$ cat src/rtl/pipeline_hazard_ctrl.sv
// Hazard/sequencing controller for the 5-stage pipeline: stall, flush, hold, drain/halt and EX forwarding.
// Define HAZARD_PERF_CNT_EN to build the saturating stall/flush/hold performance counters.
module pipeline_hazard_ctrl #(
    parameter int REG_W        = 5,
    parameter int DRAIN_CYCLES = 4
) (
    input  logic             clk,
    input  logic             reset,
    input  logic [REG_W-1:0] id_rs1,
    input  logic [REG_W-1:0] id_rs2,
    input  logic             id_use_rs1,
    input  logic             id_use_rs2,
    input  logic [REG_W-1:0] ex_rs1,
    input  logic [REG_W-1:0] ex_rs2,
    input  logic [REG_W-1:0] ex_rd,
    input  logic             ex_mem_read,
    input  logic             ex_reg_write,
    input  logic             mem_reg_write,
    input  logic             wb_reg_write,
    input  logic [REG_W-1:0] mem_rd,
    input  logic [REG_W-1:0] wb_rd,
    input  logic             ex_branch_taken,
    input  logic             mem_busy,
    input  logic             halt_req,
    output logic             pc_en,
    output logic             pc_sel_branch,
    output logic             if_id_en,
    output logic             id_ex_en,
    output logic             ex_mem_en,
    output logic             mem_wb_en,
    output logic             if_id_flush,
    output logic             id_ex_bubble,
    output logic [1:0]       fwd_a,
    output logic [1:0]       fwd_b,
    output logic             halt_ack,
    output logic [15:0]      stall_cnt,
    output logic [15:0]      flush_cnt,
    output logic [15:0]      hold_cnt
);

    // state  | meaning
    // RUN    | normal issue with stall/flush/hold handling
    // DRAIN  | fetch stopped, NOPs pushed until the back end is empty
    // HALTED | pipeline frozen, halt_ack high until halt_req drops
    typedef enum logic [1:0] {RUN, DRAIN, HALTED} state_t;

    localparam int DCNT_W = (DRAIN_CYCLES > 1) ? $clog2(DRAIN_CYCLES) : 1;
    localparam logic [DCNT_W-1:0] DRAIN_LAST = DCNT_W'(DRAIN_CYCLES - 1);

    state_t            state, state_next;
    logic [DCNT_W-1:0] drain_cnt, drain_cnt_next;
    logic              load_use;

    assign load_use = ex_mem_read && ex_reg_write && (ex_rd != '0) &&
                      ((id_use_rs1 && (id_rs1 == ex_rd)) || (id_use_rs2 && (id_rs2 == ex_rd)));

    always_ff @(posedge clk or posedge reset) begin
        if (reset) begin
            state     <= RUN;
            drain_cnt <= '0;
        end else begin
            state     <= state_next;
            drain_cnt <= drain_cnt_next;
        end
    end

    always_comb begin
        state_next     = state;
        drain_cnt_next = drain_cnt;
        pc_en          = 1'b1;
        pc_sel_branch  = 1'b0;
        if_id_en       = 1'b1;
        id_ex_en       = 1'b1;
        ex_mem_en      = 1'b1;
        mem_wb_en      = 1'b1;
        if_id_flush    = 1'b0;
        id_ex_bubble   = 1'b0;
        halt_ack       = 1'b0;
        case (state)
            RUN: begin
                if (mem_busy) begin
                    pc_en     = 1'b0;
                    if_id_en  = 1'b0;
                    id_ex_en  = 1'b0;
                    ex_mem_en = 1'b0;
                    mem_wb_en = 1'b0;
                end else begin
                    // a taken branch squashes the ID instruction, so its load-use hazard is moot
                    if (ex_branch_taken) begin
                        pc_sel_branch = 1'b1;
                        if_id_flush   = 1'b1;
                        id_ex_bubble  = 1'b1;
                    end else if (load_use) begin
                        pc_en        = 1'b0;
                        if_id_en     = 1'b0;
                        id_ex_bubble = 1'b1;
                    end
                    if (halt_req) begin
                        state_next     = DRAIN;
                        drain_cnt_next = '0;
                    end
                end
            end
            DRAIN: begin
                if (mem_busy) begin
                    pc_en     = 1'b0;
                    if_id_en  = 1'b0;
                    id_ex_en  = 1'b0;
                    ex_mem_en = 1'b0;
                    mem_wb_en = 1'b0;
                end else begin
                    // a late branch still loads its target so resume fetches the right path
                    pc_en         = ex_branch_taken;
                    pc_sel_branch = ex_branch_taken;
                    if_id_flush   = 1'b1;
                    if (drain_cnt == DRAIN_LAST) begin
                        state_next = HALTED;
                    end else begin
                        drain_cnt_next = drain_cnt + 1'b1;
                    end
                end
            end
            HALTED: begin
                pc_en     = 1'b0;
                if_id_en  = 1'b0;
                id_ex_en  = 1'b0;
                ex_mem_en = 1'b0;
                mem_wb_en = 1'b0;
                halt_ack  = 1'b1;
                if (!halt_req) state_next = RUN;
            end
            default: state_next = RUN;
        endcase
    end

    // EX/MEM result is newer than MEM/WB, so it wins
    always_comb begin
        fwd_a = 2'b00;
        fwd_b = 2'b00;
        if (mem_reg_write && (mem_rd != '0) && (mem_rd == ex_rs1))     fwd_a = 2'b10;
        else if (wb_reg_write && (wb_rd != '0) && (wb_rd == ex_rs1))   fwd_a = 2'b01;
        if (mem_reg_write && (mem_rd != '0) && (mem_rd == ex_rs2))     fwd_b = 2'b10;
        else if (wb_reg_write && (wb_rd != '0) && (wb_rd == ex_rs2))   fwd_b = 2'b01;
    end

`ifdef HAZARD_PERF_CNT_EN
    logic stall_evt, flush_evt, hold_evt;

    assign stall_evt = (state == RUN) && !mem_busy && !ex_branch_taken && load_use;
    assign flush_evt = (state == RUN) && !mem_busy && ex_branch_taken;
    assign hold_evt  = (state != HALTED) && mem_busy;

    always_ff @(posedge clk or posedge reset) begin
        if (reset) begin
            stall_cnt <= '0;
            flush_cnt <= '0;
            hold_cnt  <= '0;
        end else begin
            if (stall_evt && (stall_cnt != 16'hFFFF)) stall_cnt <= stall_cnt + 16'd1;
            if (flush_evt && (flush_cnt != 16'hFFFF)) flush_cnt <= flush_cnt + 16'd1;
            if (hold_evt  && (hold_cnt  != 16'hFFFF)) hold_cnt  <= hold_cnt  + 16'd1;
        end
    end
`else
    assign stall_cnt = '0;
    assign flush_cnt = '0;
    assign hold_cnt  = '0;
`endif

endmodule

$ cat config.mk
export PLATFORM = sky130hd
export DESIGN_NAME = pipeline_hazard_ctrl
export DESIGN_NICKNAME = d
export VERILOG_FILES = /design/src/rtl/pipeline_hazard_ctrl.sv
export SDC_FILE = /design/constraint.sdc
export NUM_CORES = 1
export LEC_CHECK = 0
export CORE_AREA = 3 3 67 69
export CTS_BUF_LIST = sky130_fd_sc_hd__clkbuf_8
export CTS_CLUSTER_SIZE = 24
export DETAILED_ROUTE_END_ITERATION = 7
export DIE_AREA = 0 0 70 72
export HOLD_SLACK_MARGIN = 0.05
export PLACE_DENSITY = 0.77
export SETUP_SLACK_MARGIN = 0.3
export SLEW_MARGIN = 40
export SYNTH_ARGS = -nofsm -noshare
export SYNTH_HDL_FRONTEND = slang
export SYNTH_SLANG_ARGS = --single-unit
export TNS_END_PERCENT = 5
$ cat constraint.sdc
create_clock -name clk -period 1.5 [get_ports clk]
set_input_delay 0.225 -clock clk [delete_from_list [all_inputs] [get_ports clk]]
set_output_delay 0.225 -clock clk [all_outputs]
set_load 0.02 [all_outputs]
==> impl_metrics.csv, run 1 <==
group,metric,value,unit
synth,synth-main-ff-cell,"dfrtp_1",
grt,overflow,0,
synth,ys_seq_elements,4,
timing,drv_slew,0,
route,drt_iter0_drc,27,
route,wl,3340,um
power,p_per_area,665,mW/mm2
power,ir_drop,633,uV
route,drcViolationCount,0,
floorplanning,rows,23,
clock_tree,cts_hold_buf,0,
timing,fin_ws,-0.243,ns
cells_and_area,multiInputGateArea,881,um2
floorplanning,io_pins,107,
clock_tree,cts_tree,"yes",
route,drtPass1Iterations,4,
cells_and_area,drive_above_1_share,40.4,%
floorplanning,die_w,70,um
cells_and_area,fill_cells,382,
floorplanning,start_util,26.9,%
worst_setup_path,reg2reg_depth,5,
placement,place.gp.congestion,0.878,
job,maxCapViolCount,0,
synth,synth.avg_cell_area,7.75,um2
clock_tree,clk_latency,0.22,ns
synth,ys_seq_area_share,9.36,%
timing,post-route-period-util,116,%
cells_and_area,areaGrowthSynthToFinish,79.4,%
outcome,violations,"setup timing",
cells_and_area,final_cell_mix,"conb_1 (48), buf_4 (40), xnor2_1 (15)",
timing,setup_viol,7,
hold_path,min_path_type,"in -> async",
floorplanning,fp.dieH,72,um
cells_and_area,final_area,0.00192,mm2
worst_setup_path,worstReg2RegStart,"state[0]",
clock_tree,clockBufferDepth,2,
worst_setup_path,endpoint_kind,"output port",
timing,grt_setup_unrepaired,"true",
timing,hold_violations,0,
power,p_leak,0.00104,uW
grt,grt_pass1_vias,1125,
clock_tree,htreeDepth,1,
synth,ys_warn_count,0,
outcome,status,"complete, but fails checks",
placement,io_buffers,58,
cells_and_area,mostFrequentLayoutCell,"conb_1",
placement,place_area,0.00181,mm2
cells_and_area,regArea,101,um2
clock_tree,root_buffer,"clkbuf_8",
route,dr_total_vias,1132,
grt,antenna_found_initial,0,
timing,max_freq,0.574,GHz
timing,fin_crit,1.74,ns
grt,grt_pass1_wl,4840,um
route,ant_nets,0,
placement,hpwl,2780,um
synth,synth_cells,138,
timing,clock_skew,0.00218,ns
worst_setup_path,worstSetupStartpoint,"mem_rd[2]",
synth,synth_cell_types,32,
floorplanning,placeableCoreArea,0.00397,mm2
cells_and_area,insertedDiodeCount,0,
clock_tree,cts_buffers,3,
cells_and_area,nets,279,
worst_setup_path,crit_fanout,2,
synth,syn-cell-area,0.00107,mm2
synth,synth-edff-count,0,
synth,async_flop_share,100,%
grt,grt_usage,11.9,%
floorplanning,design.die.area,0.00504,mm2
clock_tree,path_clk_slew,0.03,ns
route,avgRoutedWirePerCell,11.9,um
worst_setup_path,critPathKind,"in -> out",
worst_setup_path,worst_ep_required_time,1.27,ns
grt,grt_max_degree,6,
worst_setup_path,start_kind,"input pin",
worst_setup_path,crit_arrival,1.52,ns
clock_tree,clock_sinks,4,
route,vias_per_cell,4.04,
cells_and_area,post-route-util,48.3,%
per-stage QoR:
step                instances  TNS (ns)  setup slack, ns  hold slack [ns]  power [uW]
detailed placement        275    -10.43            -1.06            0.416        1020
CTS                       280     -2.03           -0.373            0.185        1270
finish                    280     -1.05           -0.243            0.185        1280
global route              280     -1.56           -0.281            0.190        1380
floorplan                 185    -0.108          -0.0428         -0.00892         720
global placement          275    -10.30            -1.04            0.411        1000
registers in the layout, summed over array words and instances (netlist names):
name / cells
drain_cnt: 2
state: 2
logic make-up (layout without fill, tap and decap cells):
| kind of cell | after synthesis | in the layout | share of synthesized area, % |
|---|---|---|---|
| adders and majority gates | 1 | 1 | 1.17 |
| and+or+nand+nor | 27 | 27 | 15.2 |
| buffers and inverters | 58 | 103 | 37.9 |
| DFF | 4 | 4 | 9.36 |
| xor gates and xnor gates | 30 | 30 | 24.6 |
| AOI/OAI and AO/OA | 17 | 17 | 11.5 |
| other | 1 | 48 | 0.351 |
synthesized netlist by cell type (3+ instances only):
cell	n	share of area, %
xnor2_1	16	13
or4_1	4	2.8
nor2_1	6	2.1
dfrtp_1	4	9.4
xor2_1	14	11
buf_4	50	35
inv_1	7	2.5
nand2_1	3	1.1
path summary, 6_finish.rpt:
kind                                end  slack [ns]
setup / recovery               fwd_a[0]       -0.24
hold / removal                 state[0]        0.19
setup reg to reg           drain_cnt[1]        0.01
hold reg to reg            drain_cnt[1]        0.51
max in group asynchronous      state[1]        1.16
min in group clk           drain_cnt[1]        0.51
layer usage:
metal	up-vias	global-route usage [%]	routed length, um
met5	-	0	0
met4	0	4.68	46
met3	4	1.66	222
met2	57	25.3	1930
met1	517	11.4	1130
li1	554	-	-
final cells by class:
cell class,instances,share of cell area (%)
Multi-Input combinational cell,123,45.9
Inverter,7,1.37
Timing Repair Buffer,93,42.0
Sequential cell,4,5.28
Clock buffer,3,2.15
Tap cell,50,3.26
what timing repair did:
item	CTS	global route
setup endpoints to repair	16	17
gates resized for setup	128	55
buffers inserted	2	0
pin swaps	19	25
hold endpoints to repair	0	0
power breakdown:
group / switching (uW) / internal, uW
sequential: 37.1 / 150
combinational: 446 / 417
clock: 53.6 / 171
worst max-delay path, stage by stage:
cell and delay, ns:
buf_6 0.09, or4_4 0.54, o21ai_4 0.17, buf_6 0.13, nor4_4 0.04, nor4_4 0.14
buf_4 0.18
Note: power is estimated with default switching activity, not from simulation.
==> run 2: changes to the inputs <==
CORE_AREA = 2 2 66 68   (was 3 3 67 69)
DIE_AREA = 0 0 68 70   (was 0 0 70 72)
MAX_ROUTING_LAYER = met4   (was not set)
==> run 2 against run 1 <==
  * The run still ends with setup timing left
  * Die area is 5.6% lower
  * Clock power is 2% lower
  * Critical endpoint is now fwd_b[0]
  * Count of clock-buffer cells in the layout stayed put
  * Sequential share of layout area is 0.12 points lower
  * Non-clock buffer count up 1
  * First-iteration DRC count decreased by 63%
  * Power increased by 2.0%
  * Global-route usage rose by 1.1 points
  * Core utilization decreased by 1.5 points
  * Via count down 0.27%
  * Worst setup slack got worse by 0.12 ns
==> impl_metrics.csv, run 2 (synthesis results as in run 1) <==
group,metric,value,unit
clock_tree,clock_sinks,4,
worst_setup_path,critPathKind,"in -> out",
cells_and_area,final_cell_mix,"conb_1 (48), buf_4 (40), dlygate4sd2_1 (18)",
hold_path,min_path_type,"in -> async",
cells_and_area,mostFrequentLayoutCell,"conb_1",
worst_setup_path,crit_arrival,1.64,ns
grt,grt_pass1_vias,1107,
power,ir_drop,752,uV
timing,fin_ws,-0.364,ns
route,avgRoutedWirePerCell,11.1,um
worst_setup_path,path_buf_inv,3,
timing,grt_setup_unrepaired,"true",
clock_tree,cts_hold_buf,0,
route,ant_nets,0,
outcome,violations,"setup timing",
cells_and_area,multiInputGateArea,900,um2
clock_tree,path_clk_slew,0.03,ns
placement,hpwl,2620,um
grt,antenna_found_initial,0,
worst_setup_path,worst_ep_required_time,1.27,ns
worst_setup_path,crit_chain,"buf_6, or4_4, o21ai_4, buf_6, nor4_4, nor4_4, buf_4",
timing,setup_viol,9,
cells_and_area,insertedDiodeCount,0,
route,wl,3140,um
worst_setup_path,endpoint_kind,"output port",
timing,drv_slew,0,
clock_tree,htreeDepth,1,
timing,max_freq,0.537,GHz
placement,placedCellCount,277,
clock_tree,cts_buffers,3,
cells_and_area,finalNonFillerCells,283,
floorplanning,start_util,25.8,%
cells_and_area,regArea,100,um2
worst_setup_path,slowest_stage,"or4_4",
route,drtPass1Iterations,4,
timing,post-route-period-util,124,%
timing,hold_violations,0,
grt,overflow,0,
floorplanning,rows,24,
cells_and_area,drive_above_1_share,36.4,%
route,drt_iter0_drc,10,
worst_setup_path,crit_fanout,2,
cells_and_area,fill_cells,414,
floorplanning,design.die.area,0.00476,mm2
power,p_per_area,671,mW/mm2
clock_tree,root_buffer,"clkbuf_8",
cells_and_area,nets,280,
job,maxCapViolCount,0,
grt,grt_usage,13.0,%
floorplanning,fp.dieH,70,um
floorplanning,placeableCoreArea,0.00414,mm2
cells_and_area,top_regs,"drain_cnt: 2 flops, state: 2 flops",
route,dr_total_vias,1129,
outcome,status,"complete, but fails checks",
grt,grt_pass1_wl,4690,um
worst_setup_path,slowest_delay,0.54,ns
placement,place.gp.congestion,0.806,
route,drcViolationCount,0,
worst_setup_path,start_kind,"input pin",
worst_setup_path,cp_top_family,"simple AND/OR/NAND/NOR gates",
clock_tree,clockBufferDepth,2,
floorplanning,die_w,68,um
timing,clock_skew,0.000183,ns
cells_and_area,areaGrowthSynthToFinish,81.4,%
grt,grt_max_degree,6,
timing,whs,0.192,ns
timing,fin_crit,1.86,ns
floorplanning,io_pins,107,
clock_tree,clk_latency,0.21,ns
route,vias_per_cell,3.99,
power,p_leak,0.000973,uW
clock_tree,cts_tree,"yes",
placement,io_buffers,58,
[run 2: metrics by stage]
step                TNS (ns)  worst slack (ns)  total power [uW]  area (um2)  util, %
CTS                    -2.15            -0.373              1280        1890     45.7
detailed placement    -10.61             -1.07              1020        1810     43.7
global placement      -10.32             -1.02               996        1810     43.7
finish                 -1.83            -0.364              1300        1940     46.8
floorplan             -0.108           -0.0428               720        1300        -
global route           -2.38            -0.423              1400        1940     46.8
[run 2: report_power, final]
part           internal, uW  switching (uW)
sequential              150            36.0
clock                   171            50.7
combinational           430             464
[run 2: worst register-to-register path, stage by stage (launching register included)]
cell and delay [ns]:
dfrtp_1 0.41, buf_4 0.16, or3b_4 0.41, a21oi_4 0.14, o21ai_1 0.08, a32o_1 0.21
[run 2: layout make-up]
type | count | share of cell area [%]
Tap cell | 52 | 3.35
Sequential cell | 4 | 5.16
Timing Repair Buffer | 94 | 41.5
Clock buffer | 3 | 2.13
Multi-Input combinational cell | 123 | 46.4
Inverter | 7 | 1.48
[run 2: final timing paths]
check | start | end | slack (ns) | depth (start not counted)
max | mem_rd[1] | fwd_b[0] | -0.36 | 7
min | reset | state[0] | 0.19 | 2
max reg2reg | state[0] | drain_cnt[1] | -0.02 | 5
min reg2reg | drain_cnt[1] | drain_cnt[1] | 0.52 | 1
max in group asynchronous | reset | drain_cnt[1] | 1.16 | 2
min in group clk | drain_cnt[1] | drain_cnt[1] | 0.52 | 1
[run 2: routing by layer]
metal	wire length, um	up-vias	part of all wire, %	GRT usage (%)
met5	0	-	0	-
met4	15	0	0.48	3.78
met3	284	2	9.0	2.90
met2	1790	57	57	24.9
met1	1050	514	34	12.4
li1	-	556	-	-
[run 2: repair_timing]
action,in CTS,in global routing
pin swaps,14,4
resized for setup,133,13
setup endpoints to repair,16,16
hold endpoints to repair,0,0
buffers inserted,3,0
